File: config.mk
export PLATFORM = sky130hd
export DESIGN_NAME = display_arbiter
export DESIGN_NICKNAME = d
export VERILOG_FILES = /design/src/rtl/display_arb_pkg.sv /design/src/rtl/hold_timer.sv /design/src/rtl/display_arbiter.sv
export SDC_FILE = /design/constraint.sdc
export NUM_CORES = 1
export LEC_CHECK = 0
export CORE_MARGIN = 4
export CORE_UTILIZATION = 46
export DETAILED_ROUTE_END_ITERATION = 6
export DONT_BUFFER_PORTS = 1
export PLACE_DENSITY = 0.71
export SLEW_MARGIN = 5
export SYNTH_ARGS = -nofsm -noshare
export SYNTH_HDL_FRONTEND = slang
export SYNTH_HIERARCHICAL = 1
export SYNTH_SLANG_ARGS = --single-unit
export TNS_END_PERCENT = 100
File: constraint.sdc
create_clock -name clk -period 3.7 [get_ports clk]
set_input_delay 0.74 -clock clk [delete_from_list [all_inputs] [get_ports clk]]
set_output_delay 0.74 -clock clk [all_outputs]
set_load 0.02 [all_outputs]
File: src/rtl/display_arb_pkg.sv
// Shared encodings for the two-requester seven-segment display arbiter.
package display_arb_pkg;

  // State values double as the owner code so owner can be driven straight from state.
  typedef enum logic [1:0] {
    ST_IDLE  = 2'b00,
    ST_OWN_A = 2'b01,
    ST_OWN_B = 2'b10
  } state_t;

  localparam logic [1:0] OWNER_NONE = 2'b00;
  localparam logic [1:0] OWNER_A    = 2'b01;
  localparam logic [1:0] OWNER_B    = 2'b10;

endpackage

File: src/rtl/hold_timer.sv
// Saturating down-counter that measures the minimum on-screen hold time.
module hold_timer #(
  parameter int unsigned CW = 27
) (
  input  logic          clk,
  input  logic          rst,
  input  logic          load,
  input  logic [CW-1:0] load_val,
  output logic          done
);

  logic [CW-1:0] count;

  always_ff @(posedge clk) begin
    if (rst) begin
      count <= '0;
    end else if (load) begin
      count <= load_val;
    end else if (count != '0) begin
      count <= count - CW'(1);
    end
  end

  assign done = (count == '0);

endmodule

File: src/rtl/display_arbiter.sv
// Round-robin owner of the 8-digit display datapath with a minimum hold before preemption.
module display_arbiter
  import display_arb_pkg::*;
#(
  parameter int unsigned HOLD_CYCLES = 100000000,
  parameter int unsigned CW          = 27
) (
  input  logic        clk,
  input  logic        rst,
  input  logic        req_a,
  input  logic [31:0] data_a,
  input  logic        req_b,
  input  logic [31:0] data_b,
  output logic        gnt_a,
  output logic        gnt_b,
  output logic [31:0] disp_data,
  output logic        disp_blank,
  output logic [1:0]  owner
);

  localparam logic [CW-1:0] HOLD_LOAD = CW'(HOLD_CYCLES - 1);

  state_t state;
  state_t state_nx;
  logic   last_b;
  logic   load;
  logic   hold_done;

  hold_timer #(.CW(CW)) u_hold_timer (
    .clk      (clk),
    .rst      (rst),
    .load     (load),
    .load_val (HOLD_LOAD),
    .done     (hold_done)
  );

  // State register; last_b remembers who was granted most recently for tie-breaking.
  always_ff @(posedge clk) begin
    if (rst) begin
      state  <= ST_IDLE;
      last_b <= 1'b1;
    end else begin
      state <= state_nx;
      if (load) begin
        last_b <= (state_nx == ST_OWN_B);
      end
    end
  end

  // Next-state: release beats everything, preemption only once the hold has expired.
  always_comb begin
    state_nx = state;
    load     = 1'b0;
    case (state)
      ST_IDLE: begin
        if (req_a && req_b) begin
          state_nx = last_b ? ST_OWN_A : ST_OWN_B;
        end else if (req_a) begin
          state_nx = ST_OWN_A;
        end else if (req_b) begin
          state_nx = ST_OWN_B;
        end
      end
      ST_OWN_A: begin
        if (!req_a) begin
          state_nx = req_b ? ST_OWN_B : ST_IDLE;
        end else if (req_b && hold_done) begin
          state_nx = ST_OWN_B;
        end
      end
      ST_OWN_B: begin
        if (!req_b) begin
          state_nx = req_a ? ST_OWN_A : ST_IDLE;
        end else if (req_a && hold_done) begin
          state_nx = ST_OWN_A;
        end
      end
      default: state_nx = ST_IDLE;
    endcase
    load = (state_nx != state) && (state_nx != ST_IDLE);
  end

  // Data follows the next owner so word, grant and owner change on the same edge.
  always_ff @(posedge clk) begin
    if (rst) begin
      disp_data <= 32'h0;
    end else begin
      case (state_nx)
        ST_OWN_A: disp_data <= data_a;
        ST_OWN_B: disp_data <= data_b;
        default:  disp_data <= disp_data;
      endcase
    end
  end

  assign owner      = state;
  assign gnt_a      = (state == ST_OWN_A);
  assign gnt_b      = (state == ST_OWN_B);
  assign disp_blank = (state == ST_IDLE);

endmodule
==> metrics.txt <==
PD cells=604 nW/µm²; RSZ-0062 raised after global routing=no; RePlAce Congestion=0.796; fin crit share=0.920; fin. max-slew vios=0; FF-to-FF path depth=15; Worst path slowest cell=or4_4; Routed Antenna Nets=0; Min-Delay Endpoint=owner[1]; clock skew=0.00737 ns; Placeable Area=6420 µm²; DRC Markers=0; # rows=29; Seq cells post-synth=62; DP Area=3240 µm²; largest net degree at the start of global routing=65; routed wire length=6610 µm; count of max-cap constraint violations=0; final setup fails=0; Worst R2R Start=u_hold_timer/count[18]; Final Cell Area=3460 µm²; vias in the first global route=2252; layout net count=440; Pre-Repair DR Iteration Count=4; CTS Buf Count=9; hold-critical path depth=1; fmax=294 MHz; CTS Sinks=62; clk buf depth=2; Slew Limit Headroom=0.635; Via density=5.36; CTS tree=done; Root Buffer=clkbuf_8; Worst-path clk slew=0.07 ns; top-count cell post-synth=dfxtp_1; Crit path largest cell delay=0.59 ns; WP data arrival=3.66 ns; first-pass GRT wire length=10700 µm; Initial Utilization=0.481; ys flop type=dfxtp_1; Post-synth EDFFs=0; fraction of layout cells with a size suffix above 1=0.102; Syn Std Cell Area=3090 µm²; FF-to-FF End=u_hold_timer/count[4]; die area=8090 µm²; Min-Delay Path Class=primary input to flop; reg-to-reg setup timing slack=0.30 ns; I/O pin cnt=105; GR Util All Layers=0.160; status=finished, final reports clean; Syn-to-layout area delta=12.0%; vias=2418; Avg Inst Size Synth=8.88 µm²; worst skew pair latency=0.34 ns; Fin. Hold Viols=0; Sum Neg Setup Slack=0 ns; Critical Path Start Type=flop; fin crit period=3.40 ns; initial DRC count=111; crit end category=flop; Port Buf Inserts=0; Cell variety after synth=47; die height=90.0 µm; antenna diode count=0; hold_buf cts=0; Die Wd=90.0 µm; GRT Residual Overflow=0; Leak Pwr=1.28 nW; H-Tree Depth=3; WP buf/inv=2; asr flop ratio synth=0; CP Data Required Time=3.95 ns; Slew @ Worst Pin=0.542 ns; hold wc startpoint=rst; HPWL Detailed=4900 µm; yosys warns=6; cell family with most CP delay=simple AND/OR/NAND/NOR gates; largest cells by area after synthesis=dfxtp_1, mux2i_1, a211oi_1; Setup CP Type=flop to flop; initial antenna violation count=0; area fraction of the dominant cell type after synthesis=0.402; Synth area leader=dfxtp_1; Max VDD drop=0.000398 V; largest fanout on the critical path=25; sequential element share of the synthesized area=0.402; average routed wire per standard cell=14.7 µm; worst-path cell chain=or4_4, nor4_4, nand4_1, nor4_1, buf_4, nor2b_1, o21ai_0, nand3_1, ha_2, a31oi_1, o21a_2, nor2b_1, buf_6, a32oi_1, o21ai_0; synth cell count leaders=dfxtp_1, nor2_1, mux2i_1; Cells after Synth=348
==> worst reg2reg max path, stage by stage (launching register included) <==
cell     delay (ns)
dfxtp_1        0.34
or4_4          0.59
nor4_4         0.31
nand4_1        0.14
nor4_1         0.21
buf_4          0.19
nor2b_1        0.04
o21ai_0        0.13
nand3_1        0.17
ha_2           0.22
a31oi_1        0.14
o21a_2         0.25
nor2b_1        0.19
buf_6          0.23
a32oi_1        0.07
o21ai_0        0.10
==> how the worst max path moves through the flow <==
stage / cells past startpoint / endpoint / slack, ns / startpoint
floorplan: 18 / u_hold_timer/count[13] / 0.17 / u_hold_timer/count[0]
CTS: 15 / u_hold_timer/count[21] / 0.19 / u_hold_timer/count[7]
global placement: 14 / u_hold_timer/count[11] / 0.34 / u_hold_timer/count[18]
global route: 15 / u_hold_timer/count[4] / 0.05 / u_hold_timer/count[18]
detailed placement: 15 / u_hold_timer/count[10] / 0.23 / u_hold_timer/count[7]
finish: 15 / u_hold_timer/count[4] / 0.30 / u_hold_timer/count[18]
==> cells in the final DEF, fill, tap and decap left out, types with 2 or more instances in the layout <==
cell type / instances
o21ai_0: 23
conb_1: 27
a211oi_1: 32
nor2b_1: 3
a21oi_1: 4
nand3b_1: 4
nand4_1: 3
nor4_1: 8
clkinvlp_4: 4
clkbuf_8: 9
mux2i_1: 34
nor2_1: 48
ha_2: 2
buf_4: 5
dfxtp_1: 62
or3_1: 5
inv_1: 5
a22o_1: 3
or4_1: 2
nand2_1: 30
nor3_1: 6
nand3_1: 3
buf_12: 2
nor4_4: 2
or4_4: 2
xor2_1: 14
xnor2_1: 7
a31oi_1: 2
==> state kept, by name, summed over array words and instances (netlist names) <==
| name | count |
|---|---|
| owner | 2 |
| u_hold_timer/count | 27 |
| last_b | 1 |
| disp_data | 32 |
==> per-stage QoR <==
stage          instances  worst slack, ns  hold WS, ns   util  power [mW]
2_1_floorplan        373            0.174        0.501      -        1.40
3_3_place_gp         434            0.336        0.530  0.505        1.49
5_1_grt              451           0.0450        0.453  0.539        2.21
4_1_cts              450            0.188        0.445  0.535        2.10
3_5_place_dp         434            0.233        0.547  0.505        1.51
6_report             451            0.297        0.460  0.539        2.09
==> power by group <==
part	internal, mW	switching, mW
Sequential	0.782	0.181
Clock	0.311	0.274
Combinational	0.241	0.299
Total	1.33	0.755
==> logic make-up (layout without fill, tap and decap cells) <==
| group | Yosys count | after routing | share of synthesized area |
|---|---|---|---|
| xor gates and xnor gates | 21 | 21 | 0.0595 |
| AOI/OAI and AO/OA | 71 | 71 | 0.156 |
| muxes | 35 | 35 | 0.114 |
| other | 2 | 27 | 0.00243 |
| buffers and inverters | 28 | 29 | 0.0458 |
| and+or+nand+nor | 126 | 126 | 0.209 |
| adders and majority gates | 3 | 3 | 0.0121 |
| DFF | 62 | 62 | 0.402 |
==> what timing repair did <==
item / 4_1_cts / 5_1_grt
setup buffers: 0 / 1
endpoints found under the setup margin: 0 / 21
resized for setup: 0 / 4
==> per-layer routing <==
| layer | part of all wire | up-vias | wire length [µm] | track usage |
|---|---|---|---|---|
| met1 | 0.43 | 1069 | 2810 | 0.190 |
| met3 | 0.068 | 12 | 448 | 0.0459 |
| li1 | - | 1260 | - | - |
| met2 | 0.49 | 77 | 3240 | 0.269 |
| met5 | 0 | - | 0 | 0 |
| met4 | 0.016 | 0 | 107 | 0.0727 |
==> layout make-up <==
type	instances	area, µm²
fillers	588	2960
clock inverters	7	73.8
well taps	77	96.3
multi-input cells	283	1820
flip-flops and latches	62	1240
repair buffers	8	88.8
inverters	5	18.8
clock buffers	9	124
Power figures use the tool's default switching activity.
